**src/rtl/uart_pkg.sv**
```systemverilog
// Shared constants, FSM encoding and helpers for the UART matrix printer and its TX core.
package uart_pkg;

  localparam logic [7:0] ASCII_SPACE = 8'h20;
  localparam logic [7:0] ASCII_CR    = 8'h0D;
  localparam logic [7:0] ASCII_LF    = 8'h0A;
  localparam logic [7:0] ASCII_MINUS = 8'h2D;
  localparam logic [7:0] ASCII_ZERO  = 8'h30;

  localparam logic [16:0] W_10000 = 17'd10000;
  localparam logic [16:0] W_1000  = 17'd1000;
  localparam logic [16:0] W_100   = 17'd100;
  localparam logic [16:0] W_10    = 17'd10;

  typedef enum logic [3:0] {
    ST_IDLE,
    ST_RD_REQ,
    ST_RD_WAIT,
    ST_CONV,
    ST_SEND_SIGN,
    ST_SEND_DIG,
    ST_SEND_SEP,
    ST_SEND_CR,
    ST_SEND_LF,
    ST_DONE
  } state_e;

  // Slot 0 holds the ten-thousands digit, slot 4 the units digit.
  typedef logic [4:0][3:0] digits_t;

  function automatic int unsigned baud_div(input int unsigned clk_freq, input int unsigned baud);
    return clk_freq / baud;
  endfunction

  function automatic logic [16:0] dec_weight(input logic [2:0] idx);
    logic [16:0] w;
    case (idx)
      3'd0:    w = W_10000;
      3'd1:    w = W_1000;
      3'd2:    w = W_100;
      default: w = W_10;
    endcase
    return w;
  endfunction

  // Index of the first printable digit; the units digit is always printed.
  function automatic logic [2:0] first_digit(input digits_t d);
    logic [2:0] idx;
    idx = 3'd4;
    for (int i = 3; i >= 0; i--) begin
      if (d[i] != 4'd0) idx = 3'(i);
    end
    return idx;
  endfunction

endpackage

```
**src/rtl/uart_tx_core.sv**
```systemverilog
// 8N1 UART transmitter: one byte per tx_start pulse, LSB first, line idles high.
module uart_tx_core #(
  parameter int unsigned DIV = 868
) (
  input  logic       clk,
  input  logic       rst_n,
  input  logic       tx_start,
  input  logic [7:0] tx_data,
  output logic       tx_busy,
  output logic       tx
);
  localparam int unsigned CW = (DIV > 1) ? $clog2(DIV) : 1;

  logic [CW-1:0] baud_q;
  logic [3:0]    bit_q;
  logic [9:0]    shift_q;
  logic          busy_q;
  logic          tx_q;

  always_ff @(posedge clk or negedge rst_n) begin
    if (!rst_n) begin
      baud_q  <= '0;
      bit_q   <= '0;
      shift_q <= '1;
      busy_q  <= 1'b0;
      tx_q    <= 1'b1;
    end else if (!busy_q) begin
      if (tx_start) begin
        busy_q  <= 1'b1;
        shift_q <= {1'b1, tx_data, 1'b0};
        tx_q    <= 1'b0;
        baud_q  <= '0;
        bit_q   <= '0;
      end
    end else if (baud_q == CW'(DIV - 1)) begin
      baud_q <= '0;
      if (bit_q == 4'd9) begin
        busy_q <= 1'b0;
        tx_q   <= 1'b1;
      end else begin
        bit_q   <= bit_q + 4'd1;
        tx_q    <= shift_q[1];
        shift_q <= {1'b1, shift_q[9:1]};
      end
    end else begin
      baud_q <= baud_q + CW'(1);
    end
  end

  assign tx_busy = busy_q;
  assign tx      = tx_q;

endmodule

```
**src/rtl/uart_matrix_printer.sv**
```systemverilog
// Reads an m x n matrix of signed 16-bit words from storage and prints it as decimal ASCII
// over UART, space-separated within a row and CR/LF terminated per row.
module uart_matrix_printer
  import uart_pkg::*;
#(
  parameter int unsigned CLK_FREQ = 100_000_000,
  parameter int unsigned BAUD     = 115200
) (
  input  logic        clk,
  input  logic        rst_n,
  input  logic        i_start,
  input  logic [7:0]  i_base_addr,
  input  logic [2:0]  i_m,
  input  logic [2:0]  i_n,
  output logic [7:0]  o_rd_addr,
  input  logic [31:0] i_rd_data,
  output logic        uart_tx,
  output logic        o_busy,
  output logic        o_done
);
  localparam int unsigned DIV = baud_div(CLK_FREQ, BAUD);

  state_e      state_q;
  logic [7:0]  rd_addr_q;
  logic [2:0]  m_q, n_q, row_q, col_q, wi_q, dig_idx_q;
  logic        neg_q, busy_q, done_q, tx_start_q;
  logic [7:0]  tx_data_q;
  logic [16:0] rem_q;
  digits_t     dig_q;

  logic        tx_busy, tx_ready, last_col, last_row;
  logic [15:0] rd_val;
  logic [16:0] rd_mag_d, weight_d;
  logic        unused_rd_hi;

  assign rd_val   = i_rd_data[15:0];
  // 17-bit magnitude so that -32768 negates without overflow.
  assign rd_mag_d = rd_val[15] ? (17'd0 - {1'b1, rd_val}) : {1'b0, rd_val};
  assign weight_d = dec_weight(wi_q);
  assign tx_ready = !tx_busy && !tx_start_q;
  assign last_col = (col_q == n_q - 3'd1);
  assign last_row = (row_q == m_q - 3'd1);
  assign unused_rd_hi = ^i_rd_data[31:16];

  always_ff @(posedge clk or negedge rst_n) begin
    if (!rst_n) begin
      state_q    <= ST_IDLE;
      rd_addr_q  <= '0;
      m_q        <= '0;
      n_q        <= '0;
      row_q      <= '0;
      col_q      <= '0;
      wi_q       <= '0;
      dig_idx_q  <= '0;
      neg_q      <= 1'b0;
      busy_q     <= 1'b0;
      done_q     <= 1'b0;
      tx_start_q <= 1'b0;
      tx_data_q  <= '0;
      rem_q      <= '0;
      dig_q      <= '0;
    end else begin
      tx_start_q <= 1'b0;
      done_q     <= 1'b0;
      case (state_q)
        ST_IDLE: begin
          busy_q <= 1'b0;
          if (i_start && !done_q) begin
            busy_q    <= 1'b1;
            rd_addr_q <= i_base_addr;
            m_q       <= i_m;
            n_q       <= i_n;
            row_q     <= '0;
            col_q     <= '0;
            state_q   <= (i_m == 3'd0 || i_n == 3'd0) ? ST_DONE : ST_RD_REQ;
          end
        end
        ST_RD_REQ: state_q <= ST_RD_WAIT;
        ST_RD_WAIT: begin
          neg_q   <= rd_val[15];
          rem_q   <= rd_mag_d;
          dig_q   <= '0;
          wi_q    <= '0;
          state_q <= ST_CONV;
        end
        ST_CONV: begin
          if (rem_q >= weight_d) begin
            rem_q        <= rem_q - weight_d;
            dig_q[wi_q]  <= dig_q[wi_q] + 4'd1;
          end else if (wi_q == 3'd3) begin
            dig_q[4] <= rem_q[3:0];
            state_q  <= ST_SEND_SIGN;
          end else begin
            wi_q <= wi_q + 3'd1;
          end
        end
        ST_SEND_SIGN: begin
          if (!neg_q || tx_ready) begin
            tx_start_q <= neg_q;
            tx_data_q  <= ASCII_MINUS;
            dig_idx_q  <= first_digit(dig_q);
            state_q    <= ST_SEND_DIG;
          end
        end
        ST_SEND_DIG: begin
          if (tx_ready) begin
            tx_start_q <= 1'b1;
            tx_data_q  <= ASCII_ZERO + {4'd0, dig_q[dig_idx_q]};
            if (dig_idx_q == 3'd4) state_q <= last_col ? ST_SEND_CR : ST_SEND_SEP;
            else dig_idx_q <= dig_idx_q + 3'd1;
          end
        end
        ST_SEND_SEP: begin
          if (tx_ready) begin
            tx_start_q <= 1'b1;
            tx_data_q  <= ASCII_SPACE;
            col_q      <= col_q + 3'd1;
            rd_addr_q  <= rd_addr_q + 8'd1;
            state_q    <= ST_RD_REQ;
          end
        end
        ST_SEND_CR: begin
          if (tx_ready) begin
            tx_start_q <= 1'b1;
            tx_data_q  <= ASCII_CR;
            state_q    <= ST_SEND_LF;
          end
        end
        ST_SEND_LF: begin
          if (tx_ready) begin
            tx_start_q <= 1'b1;
            tx_data_q  <= ASCII_LF;
            col_q      <= '0;
            if (last_row) begin
              state_q <= ST_DONE;
            end else begin
              row_q     <= row_q + 3'd1;
              rd_addr_q <= rd_addr_q + 8'd1;
              state_q   <= ST_RD_REQ;
            end
          end
        end
        ST_DONE: begin
          // Wait for the final stop bit to leave the line before signalling completion.
          if (tx_ready) begin
            done_q  <= 1'b1;
            state_q <= ST_IDLE;
          end
        end
        default: state_q <= ST_IDLE;
      endcase
    end
  end

  uart_tx_core #(.DIV(DIV)) u_tx (
    .clk      (clk),
    .rst_n    (rst_n),
    .tx_start (tx_start_q),
    .tx_data  (tx_data_q),
    .tx_busy  (tx_busy),
    .tx       (uart_tx)
  );

  assign o_rd_addr = rd_addr_q;
  assign o_busy    = busy_q;
  assign o_done    = done_q;

endmodule

```
**config.mk**
```make
export PLATFORM = sky130hd
export DESIGN_NAME = uart_matrix_printer
export DESIGN_NICKNAME = d
export VERILOG_FILES = /design/src/rtl/uart_pkg.sv /design/src/rtl/uart_tx_core.sv /design/src/rtl/uart_matrix_printer.sv
export SDC_FILE = /design/constraint.sdc
export NUM_CORES = 1
export LEC_CHECK = 0
export CORE_MARGIN = 4
export CORE_UTILIZATION = 38
export CTS_CLUSTER_DIAMETER = 80
export CTS_CLUSTER_SIZE = 10
export DETAILED_ROUTE_END_ITERATION = 10
export PLACE_DENSITY = 0.53
export SYNTH_ARGS = -nofsm -noshare
export SYNTH_HDL_FRONTEND = slang
export SYNTH_HIERARCHICAL = 1
export SYNTH_SLANG_ARGS = --single-unit
```
**constraint.sdc**
```tcl
create_clock -name clk -period 7 [get_ports clk]
set_clock_uncertainty 0.2 [all_clocks]
set_input_delay 1.75 -clock clk [delete_from_list [all_inputs] [get_ports clk]]
set_output_delay 1.75 -clock clk [all_outputs]
set_load 0.02 [all_outputs]
```
-- After elaboration in Yosys (flattened, before gate mapping)
Index checks and enable logic that the tools add are counted.
- word-level logic and storage cells: 193
- input bits: 49
- bits in registers: 105
- output and inout port bits: 11
- mux-type cells: 82
- add/sub/neg operators: 13
- eq/ne operators: 34
- reduce and logical (&&, ||, !) cells: 36
- magnitude comparators: 4
- operators with widths (cell ; number):
    2-to-1 mux 4 bit ; 21
    2-to-1 mux 8 bit ; 9
    2-to-1 mux 10 bit ; 7
    2-to-1 mux 3 bit ; 14
    case mux 14 bit (3 select lines) ; 1
    case mux 20 bit (2 select lines) ; 1
    case mux 4 bit (10 select lines) ; 1
    case mux 8 bit (5 select lines) ; 1
    2-to-1 mux 17 bit ; 2
    case mux 17 bit (2 select lines) ; 1
    != test 2 bit, second input constant ; 16
    binary-select mux 4 bit (select 3 bit) ; 2
    case mux 8 bit (3 select lines) ; 1
    bitwise mux 20 bit ; 1
    case mux 3 bit (2 select lines) ; 3
    >= comparator 17 bit ; 1
    subtractor 1 x 17 -> 17 bit, first input constant ; 1
    subtractor 17 bit ; 1
    equality test 4 x 3 -> 1 bit, second input constant ; 4
    2-to-1 mux 16 bit ; 1
    nonzero test 4 bit ; 4
    2-to-1 mux 1 bit ; 13
    adder 3 x 1 -> 3 bit, second input constant ; 4
    demux 4 bit (select 3 bit) ; 1
    other kinds (33) ; 58

-- Depth between registers and ports, before layout
Gate-level depths: netlist of the first run.
- depth after elaboration: 7
- mapped depth: 15
- depth with buffers taken out: 12

-- Modules after synthesis
The synthesis of the first run kept the hierarchy.
- by module, submodules not included (module ; sequential area each (um^2) ; times used ; cells an instance ; area each (um^2)):
    uart_matrix_printer ; 1926.8 ; 1 ; 653 ; 5721.7
    uart_tx_core ; 611.8 ; 1 ; 121 ; 1306.3

-- Worst setup path after synthesis of the first run
No wires, ideal clock.
- kind: register to register
- from: register wi_q[0]
- to: register state_q[3]
- data arrival time: 3.446 ns
- stages on the path, launching flop included: 14
- path slack: 3.226 ns
- buffers on the path: 2
- required time: 6.672 ns
- library setup time: 0.128 ns
- cells stage by stage: dfrtp_1 -> clkbuf_1 -> inv_1 -> ha_1 -> nor3_1 -> nor3_1 -> ha_1 -> nor2b_1 -> o311ai_0 -> a21o_1 -> buf_4 -> a21oi_2 -> a21oi_1 -> mux2_1
- longest elaborated chain between the ends: 5
- RTL lines (element ; line ; RTL):
    from (decl) ; uart_matrix_printer.sv:25 ; logic [2:0] m_q, n_q, row_q, col_q, wi_q, dig_idx_q;
    from (signal assigned) ; uart_matrix_printer.sv:94 ; wi_q <= wi_q + 3'd1;
    equality test 3 x 2 -> 1 bit (tied with other cells) ; uart_pkg.sv:37 ; case (idx)
    case mux 14 bit (3 select lines) ; uart_pkg.sv:37 ;
    >= comparator 17 bit ; uart_matrix_printer.sv:87 ; if (rem_q >= weight_d) begin
    != test 2 bit (no source line) ; -- ;
    AND reduction 10 bit (no source line) * ; -- ;
    to (signal assigned) ; uart_matrix_printer.sv:75 ; state_q <= (i_m == 3'd0 || i_n == 3'd0) ? ST_DONE : ST_RD_REQ;
    to (signal assigned) ; uart_matrix_printer.sv:109 ; if (dig_idx_q == 3'd4) state_q <= last_col ? ST_SEND_CR : ST_SEND_SEP;
    to (decl) ; uart_matrix_printer.sv:23 ; state_e state_q;
Every way passes the cells marked *; elsewhere a longest branch is shown, timed or not.
A chain may end at the register's enable or synchronous reset.

-- Worst setup path after layout of the first run
Ends and elaborated chain as after synthesis.

==> impl_metrics.toml, run 1 <==
[logic_synthesis]
synth-seq-cells = 101
synth_top_family_by_area = "compound AO/OA/AOI/OAI gates"
synth_mux_area_share_pct = 8.991
synth_compound_area_share_pct = 22.82
ys_seq_area_share_pct = 36.12
synthCells = 774
synthArstFlopShare_pct = 100.0
yosys.area_share.adder_pct = 5.092
synth_edf_count = 0
yosysUniqueCellTypes = 91
synth_top_cell_by_area = "dfrtp_1"
yosys_warnings = 6
syn_avg_cell_area_sq_um = 9.080
synth_common_cells = "92 x dfrtp_1, 79 x nand2_1, 50 x nor2_1, 47 x o21ai_0, 42 x a21oi_1"
synth.area.top_cells = "dfrtp_1 33%, ha_1 4.8%, nand2_1 4.2%, dfstp_2 3.4%, o21ai_0 3.3%"
yosysMostFrequentCell = "dfrtp_1"
synth_xor_area_share_pct = 3.685
ys.flop_type = "dfrtp_1"
synth_top_area_share_pct = 32.76
netlist_area_sq_um = 7028
synth-simple-area-share_pct = 19.60

[setup_path]
worst_setup_path_start_kind = "flop"
cp.required_ps = 7050
cp.arrival_ps = 4910
r2r-end = "state_q[3]"
ff2ff_setup_slack_ps = 2140
crit_fanout = 16
path_buf_inv = 1
critical_path_class = "reg -> reg"
cp-end-kind = "flop"
slowest_stage = "o311ai_0"
path_cells = "inv_1, ha_1, nor3_1, nor3_1, ha_1, nor2b_1, o311ai_0, a21o_1, a21oi_2, a21oi_1, mux2_1"
cp_top_family = "compound AO/OA/AOI/OAI gates"
rr_startpoint = "wi_q[0]"
cpPeakStageDelay_ps = 840
rr_worst_depth = 11

[cts]
cts_buffers = 9
cts_root_buffer = "clkbuf_16"
ctsResizeCount = 0
h-tree-depth = 3
cts.path.max_buffers = 2
path_clk_slew_ps = 80
clk_latency_ps = 360
cts_tree = "done"
post_cts_buffers = 0
cts.sinks = 101
ctsHoldBuffers = 0

[timing]
setup_slack_ps = 2135
max_slew_margin_pct = 17.76
fmax_mhz = 205.6
post-route-period-util_pct = 69.50
rsz0062_at_grt = "no"
max_slew.worst_pin.slew_ps = 1234
hold_viol_final = 0
setup_viol = 0
final.setup.tns_ps = 0
fin_crit_ps = 4865
slew_violations = 0

[routing]
wirelength_mm = 18.22
drc = 0
first_pass_iters = 5
post_drt_wl_per_cell_microns = 17.71
antenna_left = 0
initialDrtViolationCount = 618
avgViaCountPerCell = 5.949
vias = 6122

[place]
pre_cts_ws_ps = 2279
dp.final_hpwl_mm = 13.19
place_congestion = 0.9086
port_buffers = 43

[job]
cap_viol_max_count = 0

[power_and_ir_drop]
seq_power_share_pct = 31.5
design_power_total_w = 0.003636
leakage_nw = 3.222
p_int_w = 0.001932
combPwrFrac_pct = 54.5
switching_share_pct = 46.85
ir_worst_vdd_uv = 266.5
powerDensity_nw_per_um2 = 460.1
p_sw_w = 0.001703
p_clk_share_pct = 14.0

[final_layout]
fin_util_pct = 43.69
n_fill_cell = 1742
antenna_cells = 0
area_delta_synth_final_pct = 12.43
nets = 872
drive_gt1_share_pct = 11.25

[die]
die_h_microns = 144.0
die_w_microns = 144.0
core_area_sq_um = 18090
rows = 49
fp.dieArea_sq_um = 20730
io_pins = 60
start_util_pct = 38.86

[grt]
grt_overflow = 0
grt_first_pass_wirelength_mm = 30.24
antenna_found_initial = 0
grt_max_degree = 58
grt_pass1_vias = 5876
grt_usage_pct = 18.02

[min_path]
min-delay-path-class = "reg -> reg"
hold_start = "o_busy"
hold_path_depth = 2
hold_end = "o_busy"

[status]
outcome = "completed"
## per-stage QoR
stage               cells  hold slack [ps]  cell area (sq um)
floorplan             775            254.7               7032
global placement     1013            263.0               7607
detailed placement   1013            279.1               7607
CTS                  1029            296.3               7901
global route         1029            330.3               7901
finish               1029            285.7               7901
## area by class of cell
| type | instances | area (sq um) | area share, % |
|---|---|---|---|
| multi-input combinational | 611 | 4238 | 53.63 |
| sequential | 101 | 2539 | 32.13 |
| timing repair buffer | 45 | 442.9 | 5.606 |
| tap | 229 | 286.5 | 3.626 |
| clock buffer | 10 | 239.0 | 3.025 |
| inverter | 27 | 101.3 | 1.283 |
| clock inverter | 6 | 55.05 | 0.6968 |
## kinds of logic (layout without fill, tap and decap cells)
kind of cell / after synthesis / in the layout
xor+xnor: 28 / 28
simple gates: 269 / 269
compound gates: 234 / 234
other cells: 1 / 2
fa+ha+maj: 28 / 28
flops: 101 / 101
mux: 50 / 50
buf+inv: 63 / 88
## worst min-delay path, delay by kind of cell (launching register included)
| family | cells | cell delay [ps] |
|---|---|---|
| flip-flops | 1 | 350 |
| AND/OR/NAND/NOR | 2 | 110 |
## metal layers
metal	global-route usage (%)	routed length, microns	up-vias
met5	0	0	-
met4	3.617	189	0
met3	3.571	794	18
met2	28.32	8496	147
met1	25.97	8741	3028
li1	-	-	2929
## power by group through the flow
stage	clock [W]	combinational [W]	sequential [W]
after CTS	0.000525	0.00198	0.00114
final	0.000507	0.00198	0.00115
after floorplan	0	0.00158	0.00102
after global routing	0.000547	0.00222	0.00119
after detailed placement	0	0.00196	0.00115
after global placement	0	0.00193	0.00114
## worst max path at each step
stage,start,endpoint,slack (ps),cells after the start
floorplan,wi_q[0],state_q[3],3230,13
global placement,wi_q[0],state_q[3],2330,12
detailed placement,wi_q[0],state_q[3],2280,11
CTS,wi_q[0],state_q[3],2190,11
global route,wi_q[0],rem_q[1],1790,12
finish,wi_q[0],state_q[3],2140,11
## flip-flops by register name, summed over array words and instances (netlist names), 3 cells and up
name and count:
n_q 3, tx_data_q 6, o_rd_addr 8, dig_idx_q 3, u_tx/baud_q 10, m_q 3, rem_q 17, dig_q 20
u_tx/bit_q 4, col_q 3, state_q 4, u_tx/shift_q 8, wi_q 3, row_q 3
## placed cells by master, fill, tap and decap left out, types with 6 or more instances in the layout
| cell type | n |
|---|---|
| dfrtp_1 | 92 |
| nand2_1 | 79 |
| nor2_1 | 50 |
| o21ai_0 | 47 |
| a21oi_1 | 42 |
| clkdlybuf4s50_1 | 42 |
| nor3_1 | 31 |
| ha_1 | 27 |
| inv_1 | 26 |
| mux2_2 | 20 |
| nand3_1 | 20 |
| mux2i_1 | 17 |
| a31oi_1 | 16 |
| xnor2_1 | 15 |
| o31ai_1 | 13 |
| xor2_1 | 12 |
| and3_1 | 11 |
| o22ai_1 | 11 |
| o21ai_1 | 10 |
| nand2b_1 | 9 |
| clkbuf_16 | 9 |
| dfstp_2 | 9 |
| nor4_1 | 8 |
| nor2b_1 | 8 |
| a21o_1 | 8 |
| or3_1 | 7 |
| a32o_1 | 7 |
| and2_1 | 6 |
| or2_2 | 6 |
| mux4_2 | 6 |
| o211ai_1 | 6 |
| o31a_1 | 6 |
| o41ai_1 | 6 |
| o22a_1 | 6 |
| mux2_4 | 6 |
Power figures use the tool's default switching activity.
==> inputs of run 2 (changes only) <==
==> constraint.sdc (replaced) <==
create_clock -name clk -period 4.58 [get_ports clk]
set_clock_uncertainty 0.2 [all_clocks]
set_input_delay 1.145 -clock clk [delete_from_list [all_inputs] [get_ports clk]]
set_output_delay 1.145 -clock clk [all_outputs]
set_load 0.02 [all_outputs]
==> run 2 against run 1 <==
Effect of this change: sequential power up 43%; die area is the same; combinational power grew 63%; first-iteration DRC count fell by 32%; worst setup slack got worse by 1500 ps; count of clock-buffer cells in the layout unchanged; largest cell class unchanged; cell count grew 0.97%; hold slack improved by 22 ps; critical path depth is 3 higher; non-clock buffer count increased by 10; largest power group unchanged; global-route usage decreased by 0.066 points; routed wire length increased by 0.44%.
==> impl_metrics.toml, run 2 (synthesis results as in run 1) <==
[setup_path]
crit_start = "wi_q[0]"
cp-end-kind = "flop"
cp.arrival_ps = 3980
rr_startpoint = "wi_q[0]"
cp.required_ps = 4630
worst_setup_path_start_kind = "flop"
crit_fanout = 8
critical_path_class = "reg -> reg"

[cts]
post_cts_buffers = 0
cts_buffers = 9
cts_root_buffer = "clkbuf_16"
clk_latency_ps = 360
cts.sinks = 101
cts.path.max_buffers = 2
path_clk_slew_ps = 80
ctsResizeCount = 0
cts_tree = "done"
h-tree-depth = 3
ctsHoldBuffers = 0

[routing]
drc = 0
post_drt_wl_per_cell_microns = 17.62
vias = 6090
wl_met3_microns = 634
avgViaCountPerCell = 5.861
first_pass_iters = 5
initialDrtViolationCount = 420
wirelength_mm = 18.30
antenna_left = 0
maxUsedRoutingLayer = "met4"
wl_met1_mm = 8.999
wl_met2_mm = 8.295

[die]
die_h_microns = 144.0
rows = 49
start_util_pct = 38.86
core_area_sq_um = 18090
die_w_microns = 144.0
io_pins = 60
fp.dieArea_sq_um = 20730

[grt]
grt_usage_pct = 17.95
grt_first_pass_wirelength_mm = 30.17
grt_max_degree = 70
grt_pass1_vias = 5919
grt_overflow = 0
antenna_found_initial = 0

[final_layout]
largest_register_ffs = 20
nets = 882
regMostFlops = "dig_q"
final_cell_mix = "92 x dfrtp_1, 79 x nand2_1, 50 x nor2_1"
reg.largest.list = "dig_q (20), rem_q (17), u_tx/baud_q (10)"
drive_gt1_share_pct = 12.35
area_delta_synth_final_pct = 13.82
antenna_cells = 0
final_common_cell = "dfrtp_1"

[timing]
hold_viol_final = 0
slew_violations = 0
rsz0062_at_grt = "no"
final.setup.tns_ps = 0
fmax_mhz = 254.5
post-route-period-util_pct = 85.78
setup_viol = 0
max_slew.worst_pin.slew_ps = 1177
max_slew_margin_pct = 21.53
fin_crit_ps = 3929

[min_path]
min-delay-path-class = "reg -> reg"
hold_start = "o_busy"

[status]
outcome = "completed"

[power_and_ir_drop]
design_power_total_w = 0.005641
ir_worst_vdd_uv = 422.3
powerDensity_nw_per_um2 = 705.2
leakage_nw = 3.280

[place]
port_buffers = 43
place_congestion = 0.9346
dp.final_hpwl_mm = 13.30

[job]
cap_viol_max_count = 0
[run 2: per-stage QoR]
step | setup slack, ps | util, % | area [sq um] | hold WS, ps | std cells
finish | 651.4 | 44.23 | 7999 | 308.1 | 1039
CTS | 759.6 | 44.23 | 7999 | 309.7 | 1039
global placement | 857.4 | 42.61 | 7707 | 264.4 | 1023
global route | 370.6 | 44.23 | 7999 | 330.3 | 1039
floorplan | 806.0 | - | 7032 | 254.7 | 775
detailed placement | 760.3 | 42.61 | 7707 | 292.9 | 1023
[run 2: where the power goes]
group	switching (W)	total, W	internal (W)
Sequential	0.000396	0.00165	0.00125
Clock	0.000379	0.000773	0.000394
Combinational	0.00185	0.00322	0.00137
[run 2: layout make-up]
type	count	area, sq um
fillers	1756	10090
multi-input cells	611	4238
flip-flops and latches	101	2539
repair buffers	55	543.0
well taps	229	286.5
clock buffers	10	239.0
inverters	27	101.3
clock inverters	6	52.55
[run 2: worst paths after layout]
kind / to / slack (ps) / cells after the start
min in group asynchronous: u_tx/bit_q[3] / 710 / 1
min: o_busy / 310 / 2
min reg2reg: o_busy / 310 / 2
max reg2reg: dig_q[17] / 650 / 14
max: dig_q[17] / 650 / 14
max in group asynchronous: rem_q[9] / 2700 / 2
[run 2: critical path: stages, from the launching register on]
cell,delay (ps)
dfrtp_1,440
inv_1,140
ha_1,270
nor4_1,600
nor2_1,150
inv_1,120
fa_1,190
nor2b_1,90
o311ai_0,420
buf_4,210
a21o_1,250
buf_12,170
a211oi_1,100
or2_1,250
o41ai_1,230
[run 2: layer usage]
metal / vias up / track usage [%]
li1: 2955 / -
met1: 2989 / 26.07
met2: 116 / 27.78
met3: 30 / 2.745
met4: 0 / 5.253
met5: - / 0
